## config.mk

```make
export PLATFORM = sky130hd
export DESIGN_NAME = cache_refill_ctrl
export DESIGN_NICKNAME = d
export VERILOG_FILES = /design/src/rtl/cache_refill_ctrl.sv
export SDC_FILE = /design/constraint.sdc
export NUM_CORES = 1
export LEC_CHECK = 0
export ABC_AREA = 1
export BUFFER_PORTS_ARGS = -buffer_cell sky130_fd_sc_hd__buf_2
export CORE_ASPECT_RATIO = 0.7
export CORE_MARGIN = 2
export CORE_UTILIZATION = 40
export CTS_CLUSTER_DIAMETER = 50
export DETAILED_ROUTE_END_ITERATION = 12
export GPL_ROUTABILITY_DRIVEN = 0
export GPL_TIMING_DRIVEN = 0
export PLACE_DENSITY = 0.78
export SKIP_CTS_REPAIR_TIMING = 1
export SLEW_MARGIN = 0
export SYNTH_ARGS = -nofsm -noshare
export SYNTH_HDL_FRONTEND = slang
export SYNTH_SLANG_ARGS = --single-unit
```

## constraint.sdc

```tcl
create_clock -name clk -period 2.8 [get_ports clk]
set_input_delay 0.14 -clock clk [delete_from_list [all_inputs] [get_ports clk]]
set_output_delay 0.14 -clock clk [all_outputs]
set_load 0.05 [all_outputs]
```

## src/rtl/cache_refill_ctrl.sv

```systemverilog
// Miss-handling controller in front of a direct-mapped cache: lookup, 4-word block refill, re-lookup.
// Latency: hit -> ready 1 cycle after req; miss -> 3 + memory wait cycles (min 7).
// Backpressure: memory stalls via memReady hold FETCH; req is only sampled in IDLE.
// Optional miss counter: define CACHE_REFILL_MISSCNT_EN to implement `misses`, else it is tied to 0.
module cache_refill_ctrl #(
  parameter int WORD  = 32,
  parameter int ADDRL = 15
) (
  input  logic             clk,
  input  logic             rst,
  input  logic             req,
  input  logic [ADDRL-1:0] reqAddr,
  output logic             ready,
  output logic [ADDRL-1:0] address,
  output logic             cRead,
  input  logic             hit,
  output logic             cWrite,
  output logic [ADDRL-1:0] adr0,
  output logic [ADDRL-1:0] adr1,
  output logic [ADDRL-1:0] adr2,
  output logic [ADDRL-1:0] adr3,
  output logic [WORD-1:0]  block0,
  output logic [WORD-1:0]  block1,
  output logic [WORD-1:0]  block2,
  output logic [WORD-1:0]  block3,
  output logic             memRead,
  output logic [ADDRL-1:0] memAddr,
  input  logic [WORD-1:0]  memData,
  input  logic             memReady,
  output logic [14:0]      misses
);

  typedef enum logic [1:0] {IDLE, LOOKUP, FETCH, FILL} state_t;

  state_t           state, state_nxt;
  logic [ADDRL-1:0] addr;
  logic [1:0]       cnt;
  logic [WORD-1:0]  blk [4];
  logic             word_done;
  logic             miss_evt;

  // A word is only accepted while actually fetching; stray memReady elsewhere is ignored.
  assign word_done = (state == FETCH) && memReady;
  assign miss_evt  = (state == LOOKUP) && !hit;

  assign address = addr;
  assign memAddr = {addr[ADDRL-1:2], cnt};
  assign block0  = blk[0];
  assign block1  = blk[1];
  assign block2  = blk[2];
  assign block3  = blk[3];

  // State register; async reset also drops memRead immediately since outputs decode state.
  always_ff @(posedge clk or negedge rst) begin
    if (!rst) state <= IDLE;
    else      state <= state_nxt;
  end

  // Next-state and per-state strobes.
  always_comb begin
    state_nxt = state;
    ready     = 1'b0;
    cRead     = 1'b0;
    cWrite    = 1'b0;
    memRead   = 1'b0;
    case (state)
      IDLE: begin
        if (req) state_nxt = LOOKUP;
      end
      LOOKUP: begin
        cRead = 1'b1;
        if (hit) begin
          ready     = 1'b1;
          state_nxt = IDLE;
        end else begin
          state_nxt = FETCH;
        end
      end
      FETCH: begin
        memRead = 1'b1;
        if (memReady && (cnt == 2'd3)) state_nxt = FILL;
      end
      FILL: begin
        cWrite    = 1'b1;
        state_nxt = LOOKUP;
      end
      default: state_nxt = IDLE;
    endcase
  end

  // Request latch, word counter, block capture and fill addresses (held outside FILL).
  always_ff @(posedge clk or negedge rst) begin
    if (!rst) begin
      addr <= '0;
      cnt  <= '0;
      adr0 <= '0;
      adr1 <= '0;
      adr2 <= '0;
      adr3 <= '0;
      for (int i = 0; i < 4; i++) blk[i] <= '0;
    end else begin
      if ((state == IDLE) && req) addr <= reqAddr;
      if (miss_evt) cnt <= 2'd0;
      if (word_done) begin
        blk[cnt] <= memData;
        cnt      <= cnt + 2'd1;
        // Fill addresses are set up alongside the last word so they are stable during FILL.
        if (cnt == 2'd3) begin
          adr0 <= {addr[ADDRL-1:2], 2'd0};
          adr1 <= {addr[ADDRL-1:2], 2'd1};
          adr2 <= {addr[ADDRL-1:2], 2'd2};
          adr3 <= {addr[ADDRL-1:2], 2'd3};
        end
      end
    end
  end

`ifdef CACHE_REFILL_MISSCNT_EN
  logic [14:0] miss_q;

  // Miss counter, wraps naturally at 15 bits.
  always_ff @(posedge clk or negedge rst) begin
    if (!rst)          miss_q <= '0;
    else if (miss_evt) miss_q <= miss_q + 15'd1;
  end

  assign misses = miss_q;
`else
  assign misses = '0;
`endif

endmodule

```

==> results.toml <==
[outcome]
status = "finished with violations"
violations = "negative hold slack"

[critical_path]
worstSetupEndpointType = "flip-flop"
max_stage_delay_ns = 0.44
cp.arrival_ns = 2.13
worstPathMaxFanout = 10
r2r_start = "state[0]"
cpMaxStageDelayCell = "clkbuf_1"
crit_path_start_kind = "flip-flop"
cp_cell_sequence = "inv_1 -> ha_1 -> nand2_2 -> inv_6 -> nand2_4 -> clkbuf_1 -> o21ai_0"
crit_family = "buffers and inverters"
cp.required_ns = 3.07
crit_start = "state[0]"
critical_path_class = "flip-flop to flip-flop"
critPathBufInv = 3

[cts]
insertion_delay_ns = 0.42
cts_tree = "yes"
cts-buffers-inserted = 17
clock_sinks = 161
path_clk_slew_ns = 0.06
clockBufferDepth = 2
htree_levels = 4
cts_root_buf = "clkbuf_16"

[detailed_routing]
drt-total-wl_um = 18860
drt_iter0_drc = 411
drcViolationCount = 0
viasPerCell = 4.597
num_vias = 5645
ant_nets = 0
dr.pass1.iters = 5
drt-wirelength-per-cell_um = 15.36

[synth]
synth.avg_cell_area_um2 = 9.887
synth-compound-area-share_pct = 11.89
synth_top_area_share_pct = 60.46
synth_most_common_cell = "nand2_1"
yosys_warnings = 0
synth_top_cell_by_area = "dfrtp_1"
synth_ff_type = "dfrtp_1"
synth_fa_ha_area_share_pct = 1.878
synth_top_family_by_area = "buffers and inverters"
netlist_instances = 674
synth_edf_count = 0
synth-seq-cells = 161
synth_area_mm2 = 0.006664
synthArstFlopShare_pct = 100.0
synth_common_cells = "168 x nand2_1, 161 x dfrtp_1, 111 x o21ai_0, 74 x buf_4, 50 x inv_1"
synth.area.top_cells = "dfrtp_1 60%, nand2_1 9.5%, o21ai_0 8.3%, buf_4 8.3%, inv_1 2.8%"
synth-simple-area-share_pct = 11.87
synth.area.mux_share_pct = 0
ys_types = 19
ys_seq_area_share_pct = 60.46
yosys.area_share.xor_xnor_pct = 0

[global_routing]
grt_use_met3_pct = 6.267
grt_pass1_vias = 5338
use_met2_pct = 34.38
antenna_found_initial = 0
grt_pass1_wl_um = 28980
gr-total-overflow = 0
track_usage_pct = 21.46
met1_usage_pct = 28.79
grt.busiest_layer = "met2"
grt_max_degree = 82

[die]
initial_utilization_pct = 40.89
dieArea_mm2 = 0.01772
die_y_um = 112.0
die_w_um = 158.3
ioPinCount = 289
core_area_mm2 = 0.01630
rows = 39

[worst_hold_path]
hp-start = "reqAddr[0]"
min_path_type = "primary input to flip-flop"

[sta]
max_freq_mhz = 538.3
final.setup.worst_slack_ns = 0.9422
rsz0062_at_grt = "false"
post-route-min-period_ns = 1.858
hold_violations = 2
relSlewSlack_pct = 58.20
fin_worst_skew_ns = 0.01091
setup_viol = 0
post-route-period-util_pct = 66.35
finalMaxSlewViolations = 0
tightest_slew_ns = 0.6270
hold_slack_ns = -0.02071

[job]
max_cap_violations = 0

[power]
p_leak_nw = 5.276
p_per_area_mw_per_mm2 = 1192
ir_worst_vdd_mv = 0.6662

[final_layout]
area_delta_synth_final_pct = 36.12
antennaDiodeCount = 0
stdcell_area_mm2 = 0.009071
drive_above_1_share_pct = 41.77
nets = 1052

[place]
hpwlAfterDp_um = 14010
post-place-ws_ns = 0.9217
port_buffers = 268
dpl_cell_area_mm2 = 0.008392
[stage by stage]
step	power, mW	hold WS [ns]	setup TNS, ns	util, %	instances
2_1_floorplan	7.326	-0.1556	0	-	692
3_3_place_gp	8.495	0.3742	-132.23	51.26	1185
3_5_place_dp	8.602	0.1584	0	51.49	1186
4_1_cts	10.88	-0.2909	0	55.04	1218
5_1_grt	11.33	0.009117	0	55.66	1228
6_report	10.81	-0.02071	0	55.66	1228
[power breakdown]
group          switching (mW)  internal (mW)
clock                   0.972           1.29
sequential              0.437           2.99
combinational            3.99           1.12
total                    5.40           5.41
[kinds of logic after synthesis]
kind of cell / after synthesis
and+or+nand+nor: 196
AOI/OAI and AO/OA: 150
DFF: 161
other: 1
buffers and inverters: 156
adders and majority gates: 10
[final timing paths]
check,to,slack [ns],depth (start not counted)
hold reg to reg,block1[19],0.48,2
hold / removal,address[0],-0.02,3
setup reg to reg,block1[18],0.94,7
min in group asynchronous,block2[29],0.27,2
setup / recovery,block1[18],0.94,7
max in group asynchronous,block1[2],1.71,3
[registers in the layout (all words and copies together) (netlist names)]
name,flops
block3,32
cnt,2
block0,32
block2,32
block1,32
adr3,14
state,2
address,15
[layout by cell type, fill, tap and decap left out]
cell type and n:
a21oi_1 9, buf_16 1, buf_2 283, buf_4 74, buf_6 4, buf_8 1, bufinv_16 1, clkbuf_1 8
clkbuf_16 17, clkbuf_2 4, clkbuf_8 2, clkinv_2 1, clkinv_4 4, clkinvlp_4 2, conb_1 19, dfrtp_1 161
dlygate4sd3_1 10, ha_1 10, inv_1 50, inv_6 4, inv_8 1, nand2_1 168, nand2_2 5, nand2_4 4
nand3_1 10, nor2_1 9, o21ai_0 111, o21ai_1 19, o21ai_2 11
[area by class of cell]
class | count | area (um^2)
Fill cell | 1516 | 7227
Sequential cell | 161 | 4029
Buffer | 105 | 726.9
Timing Repair Buffer | 279 | 1479
Inverter | 51 | 196.4
Clock buffer | 20 | 456.7
Tap cell | 225 | 281.5
Clock inverter | 12 | 122.6
Multi-Input combinational cell | 375 | 1779
[worst reg2reg max path, stage by stage, from the launching register on]
cell	delay [ns]
dfrtp_1	0.42
inv_1	0.11
ha_1	0.25
nand2_2	0.11
inv_6	0.08
nand2_4	0.13
clkbuf_1	0.44
o21ai_0	0.17
[routing by layer]
layer  vias up  routed length [um]
li1       2677                   -
met1      2713                8258
met2       230                8810
met3        25                1514
met4         0                 278
met5         -                   0
(Power assumes the default switching activity.)
